File: src/rtl/procb_writer.sv
// Writer front end of the per-thread procb record buffer: accepts a thread-tagged
// record stream and loads one batch per thread, stalling while the slot is full.
module procb_writer #(
    parameter int N_THREADS       = 16,
    parameter int N_THREADS_MSB   = 3,
    parameter int PROCB_A_WIDTH   = 4,
    parameter int PROCB_N_RECORDS = 8,
    parameter int PROCB_D_WIDTH   = 16,
    parameter int FIN_BIT         = 15
) (
    input  logic                       CLK,
    input  logic                       RST_N,
    input  logic [N_THREADS_MSB:0]     in_thread_num,
    input  logic [PROCB_D_WIDTH-1:0]   in_data,
    input  logic                       in_valid,
    output logic                       in_ready,
    output logic [N_THREADS_MSB:0]     wr_thread_num,
    output logic                       wr_en,
    output logic [PROCB_D_WIDTH-1:0]   din,
    input  logic [PROCB_A_WIDTH-1:0]   wr_cnt,
    input  logic                       buf_err,
    output logic                       busy,
    output logic                       done,
    output logic [PROCB_A_WIDTH-1:0]   batch_cnt,
    output logic                       err
);

    // state    | meaning
    // ST_IDLE  | waiting for a record to open a batch
    // ST_SETUP | one cycle for the buffer's wr_cnt to follow the new thread
    // ST_WRITE | streaming records of the latched thread into its slot
    localparam logic [1:0] ST_IDLE  = 2'd0;
    localparam logic [1:0] ST_SETUP = 2'd1;
    localparam logic [1:0] ST_WRITE = 2'd2;

    localparam logic [PROCB_A_WIDTH-1:0] N_REC = PROCB_A_WIDTH'(PROCB_N_RECORDS);

    generate
        if (N_THREADS > 2 ** (N_THREADS_MSB + 1) ||
            PROCB_N_RECORDS != 2 ** (PROCB_A_WIDTH - 1)) begin : g_bad_params
            $error("procb_writer: inconsistent thread or record-count parameters");
        end
    endgenerate

    logic [1:0]                 state_q, state_d;
    logic [N_THREADS_MSB:0]     thread_q, thread_d;
    logic [PROCB_A_WIDTH-1:0]   batch_q, batch_d;
    logic                       done_q, done_d;
    logic                       err_q, err_d;

    logic thread_match;
    logic not_full;
    logic ready_c;
    logic wr_en_c;

    // Full is wr_cnt reaching the slot size, i.e. the count MSB being set.
    assign thread_match = (in_thread_num == thread_q);
    assign not_full     = (wr_cnt < N_REC);
    assign ready_c      = (state_q == ST_WRITE) && not_full && thread_match;
    assign wr_en_c      = in_valid && ready_c;

    always_comb begin
        state_d  = state_q;
        thread_d = thread_q;
        batch_d  = batch_q;
        done_d   = 1'b0;
        err_d    = err_q | buf_err;
        case (state_q)
            ST_IDLE: begin
                if (in_valid) begin
                    thread_d = in_thread_num;
                    batch_d  = '0;
                    state_d  = ST_SETUP;
                end
            end
            ST_SETUP: begin
                state_d = ST_WRITE;
            end
            ST_WRITE: begin
                if (wr_en_c) begin
                    if (batch_q < N_REC) begin
                        batch_d = batch_q + 1'b1;
                    end
                    if (in_data[FIN_BIT]) begin
                        done_d  = 1'b1;
                        state_d = ST_IDLE;
                    end
                end else if (in_valid && !thread_match) begin
                    // Foreign-thread record is left on the input to open the next batch.
                    err_d   = 1'b1;
                    state_d = ST_IDLE;
                end
            end
            default: begin
                state_d = ST_IDLE;
            end
        endcase
    end

    always_ff @(posedge CLK or negedge RST_N) begin
        if (!RST_N) begin
            state_q  <= ST_IDLE;
            thread_q <= '0;
            batch_q  <= '0;
            done_q   <= 1'b0;
            err_q    <= 1'b0;
        end else begin
            state_q  <= state_d;
            thread_q <= thread_d;
            batch_q  <= batch_d;
            done_q   <= done_d;
            err_q    <= err_d;
        end
    end

    assign in_ready      = ready_c;
    assign wr_en         = wr_en_c;
    assign din           = in_data;
    assign wr_thread_num = thread_q;
    assign busy          = (state_q != ST_IDLE);
    assign done          = done_q;
    assign batch_cnt     = batch_q;
    assign err           = err_q;

endmodule

File: config.mk
export PLATFORM = sky130hd
export DESIGN_NAME = procb_writer
export DESIGN_NICKNAME = d
export VERILOG_FILES = /design/src/rtl/procb_writer.sv
export SDC_FILE = /design/constraint.sdc
export NUM_CORES = 1
export LEC_CHECK = 0
export ABC_AREA = 1
export CORE_ASPECT_RATIO = 1.5
export CORE_MARGIN = 2
export CORE_UTILIZATION = 31
export DETAILED_ROUTE_END_ITERATION = 10
export PLACE_DENSITY = 0.78
export SETUP_SLACK_MARGIN = 0.5
export SLEW_MARGIN = 20
export SYNTH_ARGS = -nofsm -noshare
export SYNTH_HDL_FRONTEND = slang
export SYNTH_SLANG_ARGS = --single-unit
export TNS_END_PERCENT = 10
File: constraint.sdc
create_clock -name CLK -period 1.2 [get_ports CLK]
set_input_delay 0.18 -clock CLK [delete_from_list [all_inputs] [get_ports CLK]]
set_output_delay 0.18 -clock CLK [all_outputs]
set_load 0.02 [all_outputs]
==> results.tsv <==
stage	metric	value	unit
global_route	grt_pass1_vias	768	
clock_network	cts_buffers	3	
place	dpl.hpwl	1.48	mm
power	combPwrFrac	61.4	%
routing	drc	0	
timing	report.final.slew_viol_count	0	
power	p_int	1.33	mW
floorplanning	dieArea	0.00308	mm2
clock_network	ctsLongestPathBuffers	2	
power	p_seq_share	26.6	%
layout	n_fill_cell	241	
timing	timing.final.ws_setup	-0.356	ns
yosys	ys_ff_latch	12	
critical_path	critPathMaxFanout	3	
floorplanning	die_y	66.9	um
clock_network	path_clk_slew	0.08	ns
flow_run	drv_cap	0	
routing	antenna_left	0	
outcome	violations	negative setup slack	
floorplanning	fp-row-count	22	
routing	dr.pass1.iters	4	
yosys	yosysWarnings	0	
critical_path	arrival	1.38	ns
clock_network	clock-root-buffer	clkbuf_4	
power	switchingPower	0.938	mW
timing	hold_viol	0	
yosys	netlist_instances	106	
global_route	antenna_found_initial	0	
floorplanning	start_util	33.0	%
global_route	grt_usage	13.0	%
timing	skew	0.00409	ns
place	dpl_cell_area	0.00115	mm2
routing	via_per_inst	4.74	
clock_network	tritoncts	done	
routing	drt-total-wl	1.87	mm
power	sw_frac_of_total	41.4	%
layout	stdcell_area	0.00127	mm2
layout	drive_gt1_share	51.8	%
floorplanning	die_x	46.0	um
yosys	yosysSeqAreaShare	36.7	%
timing	finalSetupViolCount	8	
critical_path	cp_data_required_time	1.02	ns
power	p_clk_share	12.0	%
global_route	grt_first_pass_wirelength	2.93	mm
power	power.leakage	0.653	nW
timing	max_clock_freq	643	MHz
layout	final_nets	171	
place	place_congestion	0.825	
routing	wl_per_cell	11.3	um
yosys	synth_fp_nets	135	
place	dp_slack	-0.898	ns
yosys	synth_cell_types	24	
clock_network	htreeDepth	1	
routing	vias	782	
timing	timing.final.crit_period	1.56	ns
hold_path	hp-class	in -> async	
clock_network	clk_latency	0.28	ns
global_route	grt_max_degree	13	
global_route	grt.overflow.total	0	
critical_path	start_kind	flop	
power	max-vdd-ir-drop	0.889	mV
critical_path	worstSetupPathType	reg -> out	
clock_network	clock_sinks	12	
yosys	mappedNetlistArea	818	um2
timing	tightest_slew	0.193	ns
outcome	status	complete, but fails checks	
floorplanning	io_pins	57	
floorplanning	core-area	0.00248	mm2
timing	fin_crit_sh	130	%
routing	drtIter0Drc	16	
yosys	syn_area_per_cell	7.72	um2
timing	rsz0062_at_grt	yes	
timing	setup_tns	-1.70	ns
layout	antenna_cells	0	
place	port_buffers	23	
critical_path	end_kind	output pin	
layout	area_delta_synth_final	54.7	%
timing	max-slew-margin-rel	87.1	%
power	powerDensity	1790	mW/mm2
state kept, by name (all words and copies together), names as in the netlist:
name	count
batch_cnt	4
wr_thread_num	4
state_q	2
done	1
err	1
metrics by stage:
stage	hold WS (ns)	std cells	power, mW	utilization (%)
after floorplan	-0.116	106	1.26	-
after detailed placement	0.360	160	1.79	46.4
final	0.191	165	2.26	51.1
after global placement	0.360	160	1.75	46.4
after global routing	0.199	165	2.42	51.1
after CTS	0.190	164	2.21	49.8
critical path, cell delays in order (launching register included):
cell and delay [ns]:
dfrtp_2 0.43, nand2_2 0.08, nand2_2 0.06, nor2_4 0.14
nand2_2 0.10, nor3_4 0.14, buf_6 0.14
kinds of logic (layout without fill, tap and decap cells):
family	count (synthesis)	in the layout	share of synthesized area, %
compound gates	11	11	8.26
xor+xnor	3	3	3.21
fa+ha+maj	1	1	1.53
buf+inv	32	67	22.2
flops	12	12	36.7
simple gates	47	47	28.1
layer usage:
layer | wire length, um | vias up | track usage [%]
met5 | 0 | - | 0
met2 | 1040 | 30 | 24.1
met3 | 135 | 3 | 2.71
met1 | 667 | 369 | 13.1
li1 | - | 380 | -
met4 | 32 | 0 | 5.36
power by group through the flow:
stage	Sequential, mW	Combinational (mW)	Clock (mW)
after global placement	0.587	1.17	0
after CTS	0.593	1.34	0.280
final	0.602	1.39	0.272
after detailed placement	0.595	1.20	0
after floorplan	0.671	0.592	0
after global routing	0.613	1.51	0.297
cell type report:
class	instances	area (um2)	area share (%)
clock buffers	4	26.3	2.08
inverters	16	61.3	4.84
flip-flops and latches	12	305	24.1
repair buffers	47	453	35.8
well taps	24	30.0	2.37
multi-input cells	62	390	30.8
synthesized netlist by cell type (all sizes together):
cell	instances	share of area (%)
nand2	31	15
buf	16	15
inv	15	6.9
dfrtp	12	37
o21ai	9	6.0
nor2	8	5.2
nand3	3	2.4
nand4	2	3.4
nor3	2	1.2
xnor2	2	2.1
a31oi	1	0.77
clkinv	1	0.61
ha	1	1.5
o22ai	1	1.5
or2	1	0.77
xor2	1	1.1
path summary, 6_finish.rpt:
kind | start | to | slack, ns | cells after the start
worst max-delay path | wr_thread_num[1] | in_ready | -0.36 | 6
worst min-delay path | RST_N | batch_cnt[0] | 0.19 | 2
worst max register to register | wr_thread_num[3] | batch_cnt[2] | -0.23 | 10
worst min register to register | err | err | 0.52 | 2
max in group asynchronous | RST_N | wr_thread_num[0] | 0.84 | 2
min in group CLK | in_thread_num[2] | wr_thread_num[2] | 0.20 | 3
timing repair:
| action | 4_1_cts | 5_1_grt |
|---|---|---|
| endpoints found under the setup margin | 26 | 25 |
| resized for setup | 91 | 12 |
| setup buffers | 0 | 1 |
| pin swaps | 4 | 4 |
| hold buffers | 0 | 0 |
cells in the final DEF, fill, tap and decap left out, drive strengths merged, types with 2 or more instances in the layout:
master,n
dlymetal6s2s,2
nand3,3
dfrtp,12
buf,38
clkbuf,4
inv,15
nor3,2
nand2,31
o21ai,9
nand4,2
dlygate4sd2,2
xnor2,2
nor2,8
clkdlybuf4s50,4
Power figures use the tool's default switching activity.
